$ cat config.mk
export PLATFORM = sky130hd
export DESIGN_NAME = fadd_pipe_flat
export DESIGN_NICKNAME = d
export VERILOG_FILES = /design/src/rtl/fadd_pipe_if.sv /design/src/rtl/fadd_pipe.sv /design/src/flat_wrapper.sv
export SDC_FILE = /design/constraint.sdc
export NUM_CORES = 1
export LEC_CHECK = 0
export CAP_MARGIN = 20
export CORE_MARGIN = 3
export CORE_UTILIZATION = 61
export DETAILED_ROUTE_END_ITERATION = 6
export PLACE_DENSITY = 0.87
export SLEW_MARGIN = 5
export SYNTH_ARGS = -nofsm -noshare
export SYNTH_HDL_FRONTEND = slang
export SYNTH_SLANG_ARGS = --single-unit
$ cat constraint.sdc
create_clock -name clk -period 8 [get_ports clk]
set_input_delay 1.6 -clock clk [delete_from_list [all_inputs] [get_ports clk]]
set_output_delay 1.6 -clock clk [all_outputs]
set_load 0.03 [all_outputs]
$ cat src/rtl/fadd_pipe_if.sv
// Valid/ready bundle for the pipelined floating-point adder: an issue side
// carrying operands and a tag, and a writeback side carrying the result and flags.
interface fadd_pipe_if #(
    parameter int EW   = 8,
    parameter int MW   = 23,
    parameter int TAGW = 5
);
    localparam int W = 1 + EW + MW;

    logic            in_valid;
    logic            in_ready;
    logic [W-1:0]    x1;
    logic [W-1:0]    x2;
    logic            sub;
    logic [TAGW-1:0] tag_in;
    logic            out_valid;
    logic            out_ready;
    logic [W-1:0]    y;
    logic [TAGW-1:0] tag_out;
    logic            flag_nv;
    logic            flag_of;
    logic            flag_nx;

    modport master (
        output in_valid, x1, x2, sub, tag_in, out_ready,
        input  in_ready, out_valid, y, tag_out, flag_nv, flag_of, flag_nx
    );

    modport slave (
        input  in_valid, x1, x2, sub, tag_in, out_ready,
        output in_ready, out_valid, y, tag_out, flag_nv, flag_of, flag_nx
    );
endinterface

$ cat src/rtl/fadd_pipe.sv
// Three-stage elastic floating-point add/subtract with round-to-nearest-even,
// flush-to-zero for subnormals, and per-stage stall without a skid buffer.
module fadd_pipe #(
    parameter int EW   = 8,
    parameter int MW   = 23,
    parameter int TAGW = 5
) (
    input  logic       clk,
    input  logic       rst,
    fadd_pipe_if.slave bus
);
    localparam int W     = 1 + EW + MW;
    localparam int XW    = MW + 4;
    localparam int SHMAX = MW + 4;
    localparam int SHW   = $clog2(SHMAX + 1);
    localparam int LZW   = $clog2(XW + 1);
    localparam int WW    = 2 * MW + 7;
    localparam int EMAX  = (1 << EW) - 1;
    localparam logic [W-1:0] QNAN = {1'b0, {EW{1'b1}}, 1'b1, {(MW-1){1'b0}}};

    logic v1, v2, v3, r1, r2, r3;

    assign r3            = !v3 || bus.out_ready;
    assign r2            = !v2 || r3;
    assign r1            = !v1 || r2;
    assign bus.in_ready  = r1 && !rst;
    assign bus.out_valid = v3 && !rst;

    logic            sa, sb, za, zb, ia, ib, na, nb, a_ge;
    logic [EW-1:0]   ea, eb;
    logic [MW-1:0]   ma, mb, ma_f, mb_f;

    assign sa   = bus.x1[W-1];
    assign sb   = bus.x2[W-1] ^ bus.sub;
    assign ea   = bus.x1[W-2 -: EW];
    assign eb   = bus.x2[W-2 -: EW];
    assign ma   = bus.x1[MW-1:0];
    assign mb   = bus.x2[MW-1:0];
    assign za   = (ea == '0);
    assign zb   = (eb == '0);
    assign ia   = (ea == '1) && (ma == '0);
    assign ib   = (eb == '1) && (mb == '0);
    assign na   = (ea == '1) && (ma != '0);
    assign nb   = (eb == '1) && (mb != '0);
    assign ma_f = za ? '0 : ma;
    assign mb_f = zb ? '0 : mb;
    assign a_ge = {ea, ma_f} >= {eb, mb_f};

    logic [31:0]    ediff;
    logic [EW-1:0]  e_big, e_sml;
    logic [MW:0]    m_big, m_sml;
    logic [SHW-1:0] sh;
    logic           spec, spec_nv;
    logic [W-1:0]   spec_y;

    always_comb begin
        e_big   = a_ge ? ea : eb;
        e_sml   = a_ge ? eb : ea;
        m_big   = a_ge ? {!za, ma_f} : {!zb, mb_f};
        m_sml   = a_ge ? {!zb, mb_f} : {!za, ma_f};
        ediff   = 32'(e_big) - 32'(e_sml);
        sh      = (ediff > 32'(SHMAX)) ? SHW'(SHMAX) : SHW'(ediff);
        spec    = 1'b1;
        spec_nv = 1'b0;
        spec_y  = '0;
        if (na || nb || (ia && ib && (sa != sb))) begin
            spec_y  = QNAN;
            spec_nv = ia && ib;
        end else if (ia) begin
            spec_y = {sa, {EW{1'b1}}, {MW{1'b0}}};
        end else if (ib) begin
            spec_y = {sb, {EW{1'b1}}, {MW{1'b0}}};
        end else if (za && zb) begin
            // Only (-0) + (-0) keeps the negative sign.
            spec_y = {sa && sb, {(W-1){1'b0}}};
        end else begin
            spec = 1'b0;
        end
    end

    logic            s1_sign, s1_esub, s1_spec, s1_nv;
    logic [EW-1:0]   s1_exp;
    logic [MW:0]     s1_mbig, s1_msml;
    logic [SHW-1:0]  s1_sh;
    logic [W-1:0]    s1_spec_y;
    logic [TAGW-1:0] s1_tag;

    always_ff @(posedge clk) begin
        if (r1 && bus.in_valid) begin
            s1_sign   <= a_ge ? sa : sb;
            s1_esub   <= sa ^ sb;
            s1_exp    <= e_big;
            s1_mbig   <= m_big;
            s1_msml   <= m_sml;
            s1_sh     <= sh;
            s1_spec   <= spec;
            s1_spec_y <= spec_y;
            s1_nv     <= spec_nv;
            s1_tag    <= bus.tag_in;
        end
    end

    logic [WW-1:0]  shifted;
    logic [XW-1:0]  x_big, x_sml, mx;
    logic [XW:0]    sum;
    logic [EW:0]    ex;
    logic [LZW-1:0] lz;

    always_comb begin
        shifted = {s1_msml, {(WW-MW-1){1'b0}}} >> s1_sh;
        x_sml   = {shifted[WW-1 -: MW+3], |shifted[MW+3:0]};
        x_big   = {s1_mbig, 3'b000};
        sum     = s1_esub ? ({1'b0, x_big} - {1'b0, x_sml})
                          : ({1'b0, x_big} + {1'b0, x_sml});
        if (sum[XW]) begin
            mx = {sum[XW:2], |sum[1:0]};
            ex = {1'b0, s1_exp} + (EW+1)'(1);
        end else begin
            mx = sum[XW-1:0];
            ex = {1'b0, s1_exp};
        end
        lz = LZW'(XW);
        for (int i = 0; i < XW; i++) begin
            if (mx[i]) lz = LZW'(XW - 1 - i);
        end
    end

    logic            s2_sign, s2_spec, s2_nv;
    logic [EW:0]     s2_exp;
    logic [XW-1:0]   s2_mant;
    logic [LZW-1:0]  s2_lz;
    logic [W-1:0]    s2_spec_y;
    logic [TAGW-1:0] s2_tag;

    always_ff @(posedge clk) begin
        if (r2 && v1) begin
            s2_sign   <= s1_sign;
            s2_exp    <= ex;
            s2_mant   <= mx;
            s2_lz     <= lz;
            s2_spec   <= s1_spec;
            s2_spec_y <= s1_spec_y;
            s2_nv     <= s1_nv;
            s2_tag    <= s1_tag;
        end
    end

    logic [XW-1:0]      mn;
    logic signed [31:0] en, ef;
    logic               g, rr, st, rup, rc, nv_n, of_n, nx_n;
    logic [MW-1:0]      frac;
    logic [W-1:0]       y_n;

    always_comb begin
        mn          = s2_mant << s2_lz;
        en          = $signed(32'(s2_exp) - 32'(s2_lz));
        g           = mn[2];
        rr          = mn[1];
        st          = mn[0];
        rup         = g && (rr || st || mn[3]);
        {rc, frac}  = {1'b0, mn[XW-2:3]} + (MW+1)'(rup);
        ef          = en + $signed(32'(rc));
        y_n         = '0;
        nv_n        = 1'b0;
        of_n        = 1'b0;
        nx_n        = 1'b0;
        if (s2_spec) begin
            y_n  = s2_spec_y;
            nv_n = s2_nv;
        end else if (mn[XW-1]) begin
            // A zero sum (exact cancellation) falls through as +0.
            if (en <= 0) begin
                y_n  = {s2_sign, {(W-1){1'b0}}};
                nx_n = 1'b1;
            end else if (ef >= EMAX) begin
                y_n  = {s2_sign, {EW{1'b1}}, {MW{1'b0}}};
                of_n = 1'b1;
                nx_n = 1'b1;
            end else begin
                y_n  = {s2_sign, ef[EW-1:0], frac};
                nx_n = g || rr || st;
            end
        end
    end

    logic [W-1:0]    y_q;
    logic [TAGW-1:0] tag_q;
    logic            nv_q, of_q, nx_q;

    always_ff @(posedge clk) begin
        if (rst) begin
            v1    <= 1'b0;
            v2    <= 1'b0;
            v3    <= 1'b0;
            y_q   <= '0;
            tag_q <= '0;
            nv_q  <= 1'b0;
            of_q  <= 1'b0;
            nx_q  <= 1'b0;
        end else begin
            if (r1) v1 <= bus.in_valid;
            if (r2) v2 <= v1;
            if (r3) begin
                v3 <= v2;
                if (v2) begin
                    y_q   <= y_n;
                    tag_q <= s2_tag;
                    nv_q  <= nv_n;
                    of_q  <= of_n;
                    nx_q  <= nx_n;
                end
            end
        end
    end

    assign bus.y       = y_q;
    assign bus.tag_out = tag_q;
    assign bus.flag_nv = nv_q;
    assign bus.flag_of = of_q;
    assign bus.flag_nx = nx_q;
endmodule

$ cat src/flat_wrapper.sv
// flat-port wrapper written by rule: the top's interface ports become plain ports
module fadd_pipe_flat 
#(
    parameter int EW   = 8,
    parameter int MW   = 23,
    parameter int TAGW = 5
)
  (clk, rst, bus_in_valid, bus_x1, bus_x2, bus_sub, bus_tag_in, bus_out_ready, bus_in_ready, bus_out_valid, bus_y, bus_tag_out, bus_flag_nv, bus_flag_of, bus_flag_nx);
  fadd_pipe_if #(.EW(EW), .MW(MW), .TAGW(TAGW)) bus_i ();
  input  logic clk;
  input  logic rst;
  input wire logic [$bits(bus_i.in_valid)-1:0] bus_in_valid;
  input wire logic [$bits(bus_i.x1)-1:0] bus_x1;
  input wire logic [$bits(bus_i.x2)-1:0] bus_x2;
  input wire logic [$bits(bus_i.sub)-1:0] bus_sub;
  input wire logic [$bits(bus_i.tag_in)-1:0] bus_tag_in;
  input wire logic [$bits(bus_i.out_ready)-1:0] bus_out_ready;
  output wire logic [$bits(bus_i.in_ready)-1:0] bus_in_ready;
  output wire logic [$bits(bus_i.out_valid)-1:0] bus_out_valid;
  output wire logic [$bits(bus_i.y)-1:0] bus_y;
  output wire logic [$bits(bus_i.tag_out)-1:0] bus_tag_out;
  output wire logic [$bits(bus_i.flag_nv)-1:0] bus_flag_nv;
  output wire logic [$bits(bus_i.flag_of)-1:0] bus_flag_of;
  output wire logic [$bits(bus_i.flag_nx)-1:0] bus_flag_nx;
  assign bus_i.in_valid = bus_in_valid;
  assign bus_i.x1 = bus_x1;
  assign bus_i.x2 = bus_x2;
  assign bus_i.sub = bus_sub;
  assign bus_i.tag_in = bus_tag_in;
  assign bus_i.out_ready = bus_out_ready;
  assign bus_in_ready = bus_i.in_ready;
  assign bus_out_valid = bus_i.out_valid;
  assign bus_y = bus_i.y;
  assign bus_tag_out = bus_i.tag_out;
  assign bus_flag_nv = bus_i.flag_nv;
  assign bus_flag_of = bus_i.flag_of;
  assign bus_flag_nx = bus_i.flag_nx;
  fadd_pipe #(.EW(EW), .MW(MW), .TAGW(TAGW)) u_core (.clk(clk), .rst(rst), .bus(bus_i));
endmodule
==> results.cfg <==
[place]
hpwl_mm = 33.9
io_buffers = 115
place_inst = 2265
pre_cts_slack_ns = 0.670
gp_congestion = 0.993

[pwr]
p_leak_nw = 6.98
power_density_nw_per_um2 = 202
vdd_ir_drop_max_mv = 0.126

[setup_path]
cpMostUsedCell = nand3_1
critPathBufInv = 0
crit_path_max_incr_delay_ns = 0.84
worstSetupEndpointType = flop
worst-endpoint-required_ns = 8.28
path_cells = mux2i_1, nand2_1, o21ai_0, o31ai_1, nand3_1, a2111oi_0, and3_1, nand3_1, nor2_1, nand3_1, nor3_1, ha_1, ha_1, and3_1, nand2_1, nor3_1, nand2_1, ha_1, nor4_1, nand3_1, a31oi_1, a21oi_1, a32oi_1, a21oi_1
path_class = reg -> reg
crit_family = simple AND/OR/NAND/NOR gates
cp_num_cells = 24
arrival_ns = 7.45
start_kind = flop
reg2reg_depth = 24
cpMaxStageDelayCell = edfxtp_1
worstPathMaxFanout = 19

[logic_synthesis]
synth_top_area_cell = edfxtp_1
ys_seq_elements = 168
ys_types = 92
synth_common_cells = nand2_1 (236), nor2_1 (170), a21oi_1 (132)
synth.top_cell.area_share_pct = 24.0
synth_nets = 2085
synthesis.instances = 1902
yosys.area_share.xor_xnor_pct = 3.64
synth_async_sr_flop_share_pct = 0
synth_top_family_by_area = simple AND/OR/NAND/NOR gates
syn_area_per_cell_um2 = 8.22
synth_adder_area_share_pct = 8.81
ys_seq_area_share_pct = 29.5
synth.most_common_cell = nand2_1
ys_warn_count = 0
synth-main-ff-cell = edfxtp_1
synth_compound_area_share_pct = 21.3
synth_edf_count = 125
synth_area_leaders = edfxtp_1 (24%), ha_1 (8.6%), nand2_1 (5.7%)
synth.mux.area_fraction_pct = 9.15
netlist_area_um2 = 15600
synth-simple-area-share_pct = 22.8

[outcome]
status = finished clean

[drt]
drc = 0
first_pass_iters = 6
drtIter0Drc = 1860
ant_nets = 0
detail_route.wl_per_cell_um = 19.4
viasPerCell = 6.51
vias = 15000
totalWireLength_mm = 44.7

[timing]
slew_viol_final = 0
max_freq_mhz = 140
holdWs_ns = 0.416
timing.final.ws_setup_ns = 0.836
post-route-period-util_pct = 89.6
rsz0062_at_grt = no
min_period_ns = 7.16
tightest_slew_ns = 0.970
slew-limit-headroom_pct = 35.4
tns_ns = 0
final-hold-violation-count = 0
setup_viol = 0
worst_clock_skew_ns = 0.0151

[clocking]
post_cts.repair.setup_buffers = 0
cts_root_buf = clkbuf_16
clockBufferDepth = 2
cts_sinks = 168
hold_buffers = 0
tritoncts = done
ctsResizeCount = 0
cts_max_level = 4
cts_buffers = 17
clkSlewWorstSetupHoldPaths_ns = 0.08
clk_latency_ns = 0.43

[layout]
drive_gt1_share_pct = 6.59
multi_input_area_um2 = 10300
area_delta_synth_final_pct = 12.4
fin_cells = 2298
diodes = 0
seq_area_um2 = 4610
fillCellCount = 1877
nets = 2144
post-route-util_pct = 71.0

[floorplan]
die_area_um2 = 27600
pin_count = 116
coreArea_um2 = 24700
die_h_um = 166
rows = 57
die_w_um = 166
start_util_pct = 63.2

[global_routing]
grt_max_degree = 74
antenna_found_initial = 0
grt_pass1_vias = 13900
grt_overflow = 0
grt_usage_pct = 31.2
grt_first_pass_wirelength_mm = 72.0

[run]
cap_violations = 0

[hold_path]
hold_depth = 0
hp-class = reg -> reg
-- path summary, 6_finish.rpt --
path                   startpoint               end  slack [ns]
hold reg to reg    u_core.s1_sign    u_core.s2_sign        0.42
setup / recovery  u_core.s2_lz[1]  u_core.bus.y[30]        0.84
setup reg to reg  u_core.s2_lz[1]  u_core.bus.y[30]        0.84
hold / removal     u_core.s1_sign    u_core.s2_sign        0.42
-- power breakdown --
part	switching [mW]	internal, mW
registers	0.104	1.05
logic	0.946	0.611
clock network	0.384	0.451
-- cell usage in the layout (no fill, tap or decap), types with 15 or more instances in the layout --
| cell | count |
|---|---|
| xnor2_1 | 38 |
| or3_1 | 19 |
| nor3_1 | 34 |
| inv_1 | 85 |
| a21oi_1 | 132 |
| nand2b_1 | 31 |
| and2_1 | 41 |
| edfxtp_1 | 125 |
| a21o_1 | 29 |
| a22oi_1 | 31 |
| dfxtp_1 | 43 |
| xor2_1 | 27 |
| clkbuf_16 | 17 |
| mux2i_1 | 73 |
| nor2_1 | 169 |
| clkdlybuf4s50_1 | 115 |
| nand3_1 | 53 |
| a31oi_1 | 24 |
| a211oi_1 | 21 |
| o21bai_1 | 16 |
| nor2b_1 | 30 |
| nand4_1 | 21 |
| and3_1 | 17 |
| mux4_2 | 15 |
| mux2_2 | 22 |
| nand2_1 | 235 |
| buf_4 | 23 |
| o21ai_0 | 127 |
| nor4_1 | 35 |
| o31ai_1 | 15 |
| ha_1 | 107 |
-- worst register-to-register path, stage by stage (launching register included) --
cell and delay, ns:
edfxtp_1 0.84, mux2i_1 0.24, nand2_1 0.11, o21ai_0 0.18, o31ai_1 0.57, nand3_1 0.17
a2111oi_0 0.71, and3_1 0.29, nand3_1 0.11, nor2_1 0.18, nand3_1 0.19, nor3_1 0.35
ha_1 0.23, ha_1 0.18, and3_1 0.20, nand2_1 0.09, nor3_1 0.44, nand2_1 0.12
ha_1 0.21, nor4_1 0.33, nand3_1 0.14, a31oi_1 0.20, a21oi_1 0.17, a32oi_1 0.65
a21oi_1 0.14
-- registers in the layout, summed over array words and instances, names as in the netlist, 3 cells and up --
| name | flops |
|---|---|
| u_core.s1_spec_y | 3 |
| u_core.bus.tag_out | 5 |
| u_core.s1_tag | 5 |
| u_core.s1_exp | 8 |
| u_core.s2_tag | 5 |
| u_core.s2_exp | 9 |
| u_core.s1_sh | 5 |
| u_core.s2_lz | 5 |
| u_core.s1_msml | 24 |
| u_core.s2_spec_y | 3 |
| u_core.s2_mant | 27 |
| u_core.bus.y | 32 |
| u_core.s1_mbig | 24 |
-- cell type report --
type                    instances  area share, %
well taps                     324           2.31
clock inverters                14          0.861
multi-input cells            1548           58.7
flip-flops and latches        168           26.3
repair buffers                139           7.56
clock buffers                  18           2.50
inverters                      87           1.86
-- layer usage --
layer | vias to the layer above | wire length (µm) | global-route usage [%]
li1 | 7125 | - | -
met1 | 7056 | 19400 | 43.6
met2 | 706 | 20700 | 50.7
met3 | 81 | 3680 | 5.40
met4 | 0 | 891 | 8.10
met5 | - | 0 | 0
-- through the flow --
step	total power, mW	cell area, µm²
floorplan	2.28	15600
finish	3.55	17600
global placement	2.63	17000
detailed placement	2.67	17000
CTS	3.51	17600
global route	3.75	17600
-- cell families after synthesis --
| family | Yosys count |
|---|---|
| and+or+nand+nor | 739 |
| AOI/OAI and AO/OA | 520 |
| buffers and inverters | 186 |
| DFF | 168 |
| muxes | 115 |
| adders and majority gates | 109 |
| xor gates and xnor gates | 65 |
Note: power is estimated with default switching activity, not from simulation.
